`config.mk`:
```
export PLATFORM = sky130hd
export DESIGN_NAME = simon_input_conditioner_flat
export DESIGN_NICKNAME = d
export VERILOG_FILES = /design/src/rtl/simon_input_conditioner_if.sv /design/src/rtl/simon_input_conditioner.sv /design/src/flat_wrapper.sv
export SDC_FILE = /design/constraint.sdc
export NUM_CORES = 1
export LEC_CHECK = 0
export CORE_MARGIN = 10
export CORE_UTILIZATION = 50
export DETAILED_ROUTE_END_ITERATION = 7
export GPL_ROUTABILITY_DRIVEN = 0
export GPL_TIMING_DRIVEN = 0
export PLACE_DENSITY = 0.67
export SYNTH_ARGS = -nofsm -noshare
export SYNTH_HDL_FRONTEND = slang
export SYNTH_SLANG_ARGS = --single-unit
```
`constraint.sdc`:
```
create_clock -name clk -period 2.15 [get_ports clk]
set_clock_uncertainty 0.15 [all_clocks]
set_input_delay 0.645 -clock clk [delete_from_list [all_inputs] [get_ports clk]]
set_output_delay 0.645 -clock clk [all_outputs]
set_load 0.03 [all_outputs]
```
`src/rtl/simon_input_conditioner_if.sv`:
```
// ---------------------------------------------------------------------------
// simon_input_conditioner_if
//
// Groups the signals that run between the raw button/game-core side and the
// Simon input conditioner.
//
//   btn[3:0]       raw push-buttons, active-high, btn[i] is colour i
//   simonTurn      high while the game core owns the turn (input lockout)
//   playerNum[1:0] colour index of the accepted button
//   playerPressed  level, high while the accepted press is held
//   pressEvent     one-cycle pulse when playerPressed rises
//   multiPress     level, high while a rejected press is being held
//
// Modports:
//   master - the side that supplies buttons/lockout and observes the result
//   slave  - the conditioner itself
// ---------------------------------------------------------------------------
interface simon_input_conditioner_if;
  logic [3:0] btn;
  logic       simonTurn;
  logic [1:0] playerNum;
  logic       playerPressed;
  logic       pressEvent;
  logic       multiPress;

  modport master (
    output btn,
    output simonTurn,
    input  playerNum,
    input  playerPressed,
    input  pressEvent,
    input  multiPress
  );

  modport slave (
    input  btn,
    input  simonTurn,
    output playerNum,
    output playerPressed,
    output pressEvent,
    output multiPress
  );
endinterface

```
`src/rtl/simon_input_conditioner.sv`:
```
// ---------------------------------------------------------------------------
// simon_input_conditioner
//
// Upstream stage of the Simon game core. Takes four raw, bouncy, asynchronous
// push-buttons and turns them into one clean single-button press: a 2-bit
// colour index plus a press level and a one-cycle press pulse. Player input
// is locked out while simonTurn is high, and presses of more than one button
// are rejected until every button has been released.
//
// Parameters:
//   DEBOUNCE_TICKS  consecutive clk cycles a synchronized button must differ
//                   from its debounced state before that state flips (1..15)
//
// Ports:
//   clk    game clock (60 Hz), rising edge
//   reset  asynchronous, active-high, clears all state and outputs
//   bus    simon_input_conditioner_if.slave
//            in : btn[3:0], simonTurn
//            out: playerNum[1:0], playerPressed, pressEvent, multiPress
//
// Latency from a raw button edge to playerPressed is DEBOUNCE_TICKS+3 clock
// edges: two for the synchronizer, DEBOUNCE_TICKS for the debouncer and one
// for the registered FSM outputs. Release takes the same path.
// ---------------------------------------------------------------------------
module simon_input_conditioner #(
  parameter int DEBOUNCE_TICKS = 3
) (
  input logic                          clk,
  input logic                          reset,
  simon_input_conditioner_if.slave     bus
);

  localparam logic [3:0] TICKS = 4'(DEBOUNCE_TICKS);

  typedef enum logic [1:0] {
    IDLE   = 2'd0,
    PRESS  = 2'd1,
    REJECT = 2'd2
  } stateT;

  // Synchronizer and debouncer storage
  logic [3:0] sync1;
  logic [3:0] sync2;
  logic [3:0] deb;
  logic [3:0] debCnt [4];

  // FSM state and registered outputs
  stateT      state;
  stateT      stateNext;
  logic [1:0] playerNumReg;
  logic [1:0] playerNumNext;
  logic       playerPressedReg;
  logic       playerPressedNext;
  logic       pressEventReg;
  logic       pressEventNext;
  logic       multiPressReg;
  logic       multiPressNext;

  // Decoded view of the debounced vector
  logic       singleHot;
  logic [1:0] hotIndex;

  // Two-flop synchronizer per button. The buttons are fully asynchronous to
  // the game clock, so only sync2 is ever looked at by the rest of the block.
  always_ff @(posedge clk or posedge reset) begin
    if (reset) begin
      sync1 <= 4'b0000;
      sync2 <= 4'b0000;
    end else begin
      sync1 <= bus.btn;
      sync2 <= sync1;
    end
  end

  // Per-button debouncer. The counter only runs while the synchronized value
  // disagrees with the debounced value; any agreement restarts it, so a
  // glitch shorter than DEBOUNCE_TICKS cycles never reaches deb. The flip
  // happens on the cycle the counter would reach DEBOUNCE_TICKS, which keeps
  // the press and release paths symmetric.
  always_ff @(posedge clk or posedge reset) begin
    if (reset) begin
      deb <= 4'b0000;
      for (int i = 0; i < 4; i++) begin
        debCnt[i] <= 4'd0;
      end
    end else begin
      for (int i = 0; i < 4; i++) begin
        if (sync2[i] == deb[i]) begin
          debCnt[i] <= 4'd0;
        end else if ((debCnt[i] + 4'd1) == TICKS) begin
          deb[i]    <= sync2[i];
          debCnt[i] <= 4'd0;
        end else begin
          debCnt[i] <= debCnt[i] + 4'd1;
        end
      end
    end
  end

  // A press is only acceptable when exactly one debounced bit is set.
  // x & (x-1) clears the lowest set bit, so it is zero only for one-hot x.
  always_comb begin
    singleHot = (deb != 4'b0000) && ((deb & (deb - 4'd1)) == 4'b0000);
  end

  // Colour index of the single set bit; only used when singleHot is true.
  always_comb begin
    case (deb)
      4'b0001: hotIndex = 2'd0;
      4'b0010: hotIndex = 2'd1;
      4'b0100: hotIndex = 2'd2;
      4'b1000: hotIndex = 2'd3;
      default: hotIndex = 2'd0;
    endcase
  end

  // State register and registered outputs, all updated together so the
  // outputs always describe the state just entered.
  always_ff @(posedge clk or posedge reset) begin
    if (reset) begin
      state            <= IDLE;
      playerNumReg     <= 2'd0;
      playerPressedReg <= 1'b0;
      pressEventReg    <= 1'b0;
      multiPressReg    <= 1'b0;
    end else begin
      state            <= stateNext;
      playerNumReg     <= playerNumNext;
      playerPressedReg <= playerPressedNext;
      pressEventReg    <= pressEventNext;
      multiPressReg    <= multiPressNext;
    end
  end

  // Next-state and next-output logic. The lockout is tested before the
  // one-hot check in IDLE so that a button settling on the same cycle
  // simonTurn rises is rejected. playerNum keeps its last accepted value
  // outside PRESS, and pressEvent defaults low so it can only pulse on the
  // IDLE->PRESS transition. Once in PRESS, extra or switched buttons are
  // ignored until everything is released; REJECT is left only when all
  // buttons are up, whatever simonTurn is doing.
  always_comb begin
    stateNext         = state;
    playerNumNext     = playerNumReg;
    playerPressedNext = playerPressedReg;
    pressEventNext    = 1'b0;
    multiPressNext    = multiPressReg;

    case (state)
      IDLE: begin
        playerPressedNext = 1'b0;
        multiPressNext    = 1'b0;
        if (deb == 4'b0000) begin
          stateNext = IDLE;
        end else if (bus.simonTurn) begin
          stateNext      = REJECT;
          multiPressNext = 1'b1;
        end else if (singleHot) begin
          stateNext         = PRESS;
          playerNumNext     = hotIndex;
          playerPressedNext = 1'b1;
          pressEventNext    = 1'b1;
        end else begin
          stateNext      = REJECT;
          multiPressNext = 1'b1;
        end
      end

      PRESS: begin
        playerPressedNext = 1'b1;
        multiPressNext    = 1'b0;
        if (bus.simonTurn) begin
          stateNext         = REJECT;
          playerPressedNext = 1'b0;
          multiPressNext    = 1'b1;
        end else if (deb == 4'b0000) begin
          stateNext         = IDLE;
          playerPressedNext = 1'b0;
        end
      end

      REJECT: begin
        playerPressedNext = 1'b0;
        multiPressNext    = 1'b1;
        if (deb == 4'b0000) begin
          stateNext      = IDLE;
          multiPressNext = 1'b0;
        end
      end

      default: begin
        stateNext         = IDLE;
        playerPressedNext = 1'b0;
        multiPressNext    = 1'b0;
      end
    endcase
  end

  // Drive the interface outputs from the registers.
  assign bus.playerNum     = playerNumReg;
  assign bus.playerPressed = playerPressedReg;
  assign bus.pressEvent    = pressEventReg;
  assign bus.multiPress    = multiPressReg;

endmodule

```
`src/flat_wrapper.sv`:
```
// flat-port wrapper written by rule: the top's interface ports become plain ports
module simon_input_conditioner_flat 
#(
  parameter int DEBOUNCE_TICKS = 3
)
  (clk, reset, bus_btn, bus_simonTurn, bus_playerNum, bus_playerPressed, bus_pressEvent, bus_multiPress);
  simon_input_conditioner_if bus_i ();
  input logic clk;
  input logic reset;
  input wire logic [$bits(bus_i.btn)-1:0] bus_btn;
  input wire logic [$bits(bus_i.simonTurn)-1:0] bus_simonTurn;
  output wire logic [$bits(bus_i.playerNum)-1:0] bus_playerNum;
  output wire logic [$bits(bus_i.playerPressed)-1:0] bus_playerPressed;
  output wire logic [$bits(bus_i.pressEvent)-1:0] bus_pressEvent;
  output wire logic [$bits(bus_i.multiPress)-1:0] bus_multiPress;
  assign bus_i.btn = bus_btn;
  assign bus_i.simonTurn = bus_simonTurn;
  assign bus_playerNum = bus_i.playerNum;
  assign bus_playerPressed = bus_i.playerPressed;
  assign bus_pressEvent = bus_i.pressEvent;
  assign bus_multiPress = bus_i.multiPress;
  simon_input_conditioner #(.DEBOUNCE_TICKS(DEBOUNCE_TICKS)) u_core (.clk(clk), .reset(reset), .bus(bus_i));
endmodule
```
==> reports/qor.yml, run 1 <==
run_status:
  outcome: "finished clean"
floorplan:
  die_w_microns: 76.49
  core_area_sq_mm: 0.003053
  start_util_pct: 52.25
  die_h_microns: 76.49
  die-area_sq_mm: 0.005850
  rows: 20
  pin_count: 12
synth:
  synth_warnings: 0
  yosys.area.top_type: "dfrtp_1"
  synth_compound_area_share_pct: 7.922
  synth_xor_area_share_pct: 7.686
  yosys-mux-area-fraction_pct: 4.392
  synth_fa_ha_area_share_pct: 6.275
  synth_top_cell_area_share_pct: 54.90
  synth_area_sq_mm: 0.001595
  ys_seq_area_share_pct: 54.90
  synth-seq-cells: 35
  synth_top_family_by_area: "simple AND/OR/NAND/NOR gates"
  synthDistinctLibCells: 29
  synth-simple-area-share_pct: 15.45
  syn_nets: 149
  syn-instance-count: 134
  avgSynthCellArea_sq_um: 11.91
  synthTopCellsByArea: "dfrtp_1 (55%), ha_1 (6.3%), nor3_1 (5.6%)"
clock_network:
  clk_pin_slew_ps: 100
  htreeDepth: 2
  clock_path_buffers: 2
  insertion_delay_ps: 340
  ctsRootBufferMaster: "clkbuf_4"
  post_cts_buffers: 0
  cts_made_buffers: 5
  cts_tree: "built"
  cts.sinks: 35
critical_path:
  rr_endpoint: "u_core.bus.playerNum[0]"
  crit_fanout: 8
  endpoint_kind: "flop"
  r2r_start: "u_core.deb[0]"
  critPathKind: "reg -> reg"
  startpoint_type: "flop"
  critPathRequiredTime_ps: 2230
  r2r_cells: 4
  r2r_slack_ps: 80
  cp.arrival_ps: 2150
sta:
  fin_crit_ps: 2069
  period_share_pct: 96.22
  slew_viol_final: 0
  max_clock_freq_mhz: 483.4
  worstMarginPinSlew_ps: 695.8
  relSlewSlack_pct: 53.54
  setup_viol: 0
  final_hold_viol_count: 0
  whs_ps: 205.8
worst_hold_path:
  min_from: "u_core.sync1[2]"
  hold_depth: 0
  min-delay-path-class: "reg -> reg"
  hold_end: "u_core.sync2[2]"
place:
  dp_cells: 189
  port_buffers: 11
  hpwlAfterDp_microns: 1758
run:
  max_cap_viol_count: 0
detailed_routing:
  wl_microns: 2393
  drtAntennaViolNets: 0
  wl_per_cell_microns: 12.15
  route.detailed.drc: 0
  via_per_inst: 5.020
  drt_iter0_markers: 44
  num_vias: 989
  dr.pass1.iters: 4
pwr:
  p_comb_share_pct: 37.0
  power_switching_uw: 777.5
  power_mw: 2.169
  clockPowerShare_pct: 18.5
  p_int_mw: 1.391
  seqPwrFrac_pct: 44.6
  power-per-cell-area_mw_per_mm2: 1183
  switching_share_pct: 35.85
  power.leakage_nw: 0.8050
  ir_worst_vdd_mv: 0.4986
cells_and_area:
  areaGrowthSynthToFinish_pct: 14.90
  layout-drive-gt1-share_pct: 12.42
  final_common_cell: "dfrtp_1"
  diodes: 0
  mostFrequentLayoutCells: "dfrtp_1 (35), nor3_1 (18), xnor2_1 (10)"
  fin_cells: 197
  nets: 167
global_route:
  grt_pass1_wl_microns: 4098
  grt_use_total_pct: 8.770
  grt_overflow_total: 0
  grt_pass1_vias: 917
  antenna_found_initial: 0
  grt_max_degree: 36
==> final cells by class <==
class,instances,area (sq um)
Tap cell,44,55.05
Buffer,4,31.28
Clock buffer,8,68.82
Fill cell,272,1220
Sequential cell,35,875.8
Multi-Input combinational cell,89,671.9
Inverter,6,22.52
Timing Repair Buffer,11,107.6
==> worst max path at each step <==
stage / to / slack, ps / startpoint / cells past startpoint
2_1_floorplan: u_core.bus.playerNum[0] / 190 / u_core.deb[3] / 5
3_3_place_gp: u_core.debCnt[11] / -120 / reset / 2
3_5_place_dp: u_core.debCnt[11] / -170 / reset / 2
4_1_cts: bus_multiPress / 10 / u_core.bus.multiPress / 1
5_1_grt: u_core.bus.playerNum[0] / -4 / u_core.deb[0] / 5
6_report: u_core.bus.playerNum[0] / 80 / u_core.deb[0] / 4
==> layer usage <==
layer | up-vias | wire length (microns) | GRT usage, %
met3 | 5 | 124 | 4.953
li1 | 502 | - | -
met1 | 462 | 1147 | 9.839
met4 | 0 | 32 | 4.461
met5 | - | 0 | 0
met2 | 20 | 1088 | 13.01
==> power by group through the flow <==
stage | clock (mW) | combinational [mW] | sequential (mW)
after floorplan | 0 | 0.595 | 1.01
after global routing | 0.443 | 0.906 | 0.995
after detailed placement | 0 | 0.818 | 0.983
after CTS | 0.415 | 0.809 | 0.967
final | 0.401 | 0.801 | 0.967
after global placement | 0 | 0.786 | 0.966
==> cell usage after synthesis (all sizes together) <==
cell type / instances
dfrtp: 35
nor3: 18
xnor2: 10
ha: 8
nor2: 8
inv: 6
mux2: 5
nand2: 5
a21boi: 4
and3b: 4
nand3: 4
o21a: 4
xor2: 4
buf: 3
nor4: 3
o31ai: 2
a2111oi: 1
a211oi: 1
a21oi: 1
a31oi: 1
clkbuf: 1
mux2i: 1
nand2b: 1
nand3b: 1
nor4b: 1
o21ai: 1
or3: 1
==> worst max-delay path, stage by stage (launching register included) <==
cell	delay (ps)
dfrtp_1	370
clkbuf_1	190
or3_4	460
a2111oi_4	460
mux2_4	330
==> metrics by stage <==
step	utilization, %	instance area [sq um]	setup WS (ps)	setup TNS, ps
after floorplan	-	1595	189.9	0
after global placement	57.66	1760	-123.0	-4327
after detailed placement	57.66	1760	-169.0	-5925
after CTS	59.75	1824	10.91	0
after global routing	60.04	1833	-3.798	-3.798
final	60.04	1833	81.31	0
==> timing repair <==
item / CTS / global route
hold buffers: 0 / 0
endpoints found under the hold margin: 0 / 0
gates resized for setup: 4 / 2
endpoints found under the setup margin: 4 / 2
==> cell families after synthesis <==
family | Yosys count
adders and majority gates | 8
DFF | 35
buffers and inverters | 10
xor gates and xnor gates | 14
muxes | 6
and+or+nand+nor | 46
AOI/OAI and AO/OA | 15
==> state kept, by name (all words and copies together), names as in the netlist <==
name and cells:
u_core.bus.multiPress 1, u_core.bus.playerNum 2, u_core.bus.playerPressed 1, u_core.bus.pressEvent 1, u_core.deb 4, u_core.debCnt 16
u_core.state 2, u_core.sync1 4, u_core.sync2 4
(Power assumes the default switching activity.)
==> inputs of run 2 (changes only) <==
CORE_MARGIN = 4   (was 10)
==> reports/qor.yml, run 2 (same netlist as run 1, synthesis figures left out) <==
run_status:
  outcome: "finished clean"
floorplan:
  die_h_microns: 64.49  # -16%
  start_util_pct: 52.25  # unchanged
  pin_count: 12  # unchanged
  core_area_sq_mm: 0.003053  # unchanged
  rows: 20  # unchanged
  die-area_sq_mm: 0.004158  # -29%
  die_w_microns: 64.49  # -16%
global_route:
  antenna_found_initial: 0  # unchanged
  grt_max_degree: 36  # unchanged
  grt_pass1_vias: 1029  # +12%
  grt_use_total_pct: 13.44  # +4.7 points
  grt_pass1_wl_microns: 4181  # +2.0%
  grt_overflow_total: 0  # unchanged
clock_network:
  insertion_delay_ps: 330  # about the same
  htreeDepth: 2  # unchanged
  cts_made_buffers: 5  # unchanged
  cts_tree: "built"
  cts.sinks: 35  # unchanged
  ctsRootBufferMaster: "clkbuf_4"
  clock_path_buffers: 2  # unchanged
  clk_pin_slew_ps: 100  # about the same
critical_path:
  cp_slowest_stage_delay_ps: 460  # about the same
  endpoint_kind: "flop"
  cp.arrival_ps: 2050  # -100 ps
  crit_slowest_cell: "a2111oi_4"
  critPathRequiredTime_ps: 2220  # about the same
  startpoint_type: "flop"
  critPathKind: "reg -> reg"
  critical_path.cell_chain: "buf_2, nor3_1, a21oi_1, a2111oi_4, mux2_4"
  crit_fanout: 8  # unchanged
pwr:
  power_mw: 2.094  # -3.4%
  power-per-cell-area_mw_per_mm2: 1152  # -2.6%
  power.leakage_nw: 0.8106  # +0.69%
  ir_worst_vdd_mv: 0.4869  # -2.3%
cells_and_area:
  mostFrequentLayoutCells: "dfrtp_1 (35), nor3_1 (18), xnor2_1 (10)"
  largest_reg_flops: 16  # unchanged
  areaGrowthSynthToFinish_pct: 13.96
  final_common_cell: "dfrtp_1"
  layout-drive-gt1-share_pct: 12.42  # unchanged
  nets: 167  # unchanged
  fill_cells: 281  # +3.3%
  diodes: 0  # unchanged
  regMostFlops: "u_core.debCnt"
sta:
  rsz0062_at_grt: "false"
  tns_ps: 0  # unchanged
  worstMarginPinSlew_ps: 685.3  # -10.50 ps
  max_clock_freq_mhz: 505.8  # +4.6%
  relSlewSlack_pct: 54.24  # +0.70 points
  fin_crit_ps: 1977  # -91.65 ps
  period_share_pct: 91.96  # -4.3 points
  final_hold_viol_count: 0  # unchanged
  slew_viol_final: 0  # unchanged
  setup_viol: 0  # unchanged
detailed_routing:
  num_vias: 1003  # +1.4%
  dr.pass1.iters: 4  # unchanged
  drt_iter0_markers: 31  # -30%
  route.detailed.drc: 0  # unchanged
  drtAntennaViolNets: 0  # unchanged
  via_per_inst: 5.091  # +1.4%
  wl_microns: 2317  # -3.2%
  wl_per_cell_microns: 11.76  # -3.2%
run:
  max_cap_viol_count: 0  # unchanged
place:
  hpwlAfterDp_microns: 1649  # -6.2%
  port_buffers: 11  # unchanged
worst_hold_path:
  min-delay-path-class: "reg -> reg"
[run 2: through the flow]
stage	cell area, sq um	hold WS, ps	util [%]	setup slack [ps]	cells
floorplan	1595	181.2	-	189.9	134
global placement	1760	183.2	57.66	-137.5	189
CTS	1805	209.5	59.14	10.67	197
finish	1818	205.9	59.55	173.0	197
global route	1818	212.6	59.55	4.011	197
detailed placement	1760	186.5	57.66	-187.1	189
[run 2: metal layers]
| metal | up-vias | routed length [microns] | global-route usage [%] |
|---|---|---|---|
| li1 | 503 | - | - |
| met1 | 477 | 1115 | 15.18 |
| met2 | 17 | 1041 | 21.78 |
| met3 | 6 | 111 | 5.893 |
| met4 | 0 | 48 | 6.332 |
| met5 | - | 0 | 0 |
[run 2: final timing paths]
check	from	end	slack, ps	cells past startpoint
max	u_core.deb[1]	u_core.bus.playerNum[0]	170	5
max reg2reg	u_core.deb[1]	u_core.bus.playerNum[0]	170	5
max in group asynchronous	reset	u_core.sync2[0]	830	2
min in group asynchronous	reset	u_core.debCnt[6]	580	2
min reg2reg	u_core.sync1[3]	u_core.sync2[3]	210	0
min	u_core.sync1[3]	u_core.sync2[3]	210	0
[run 2: worst max-delay path, delay by kind of cell, from the launching register on]
kind / cells / cell delay, ps
AOI/OAI and AO/OA: 2 / 630
DFF: 1 / 370
buffers and inverters: 1 / 170
muxes: 1 / 330
and+or+nand+nor: 1 / 230
[run 2: power breakdown]
group          switching, mW  total [mW]  internal [mW]
sequential             0.168       0.989          0.821
clock                  0.203       0.330          0.127
combinational          0.404       0.774          0.370
total                  0.775        2.09           1.32
[run 2: cell type report]
class	instances	area (sq um)	share of cell area, %
flip-flops and latches	35	875.8	48.18
well taps	44	55.05	3.028
clock buffers	7	45.04	2.478
repair buffers	12	115.1	6.332
clock inverters	1	5.005	0.2753
plain buffers	3	27.53	1.514
inverters	6	22.52	1.239
multi-input cells	89	671.9	36.96
[run 2: timing repair]
action / 4_1_cts / 5_1_grt
hold buffers: 0 / 0
pin swaps: 0 / 1
endpoints found under the setup margin: 4 / 2
gates resized for setup: 4 / 2
buffers inserted: 0 / 1
hold endpoints to repair: 0 / 0
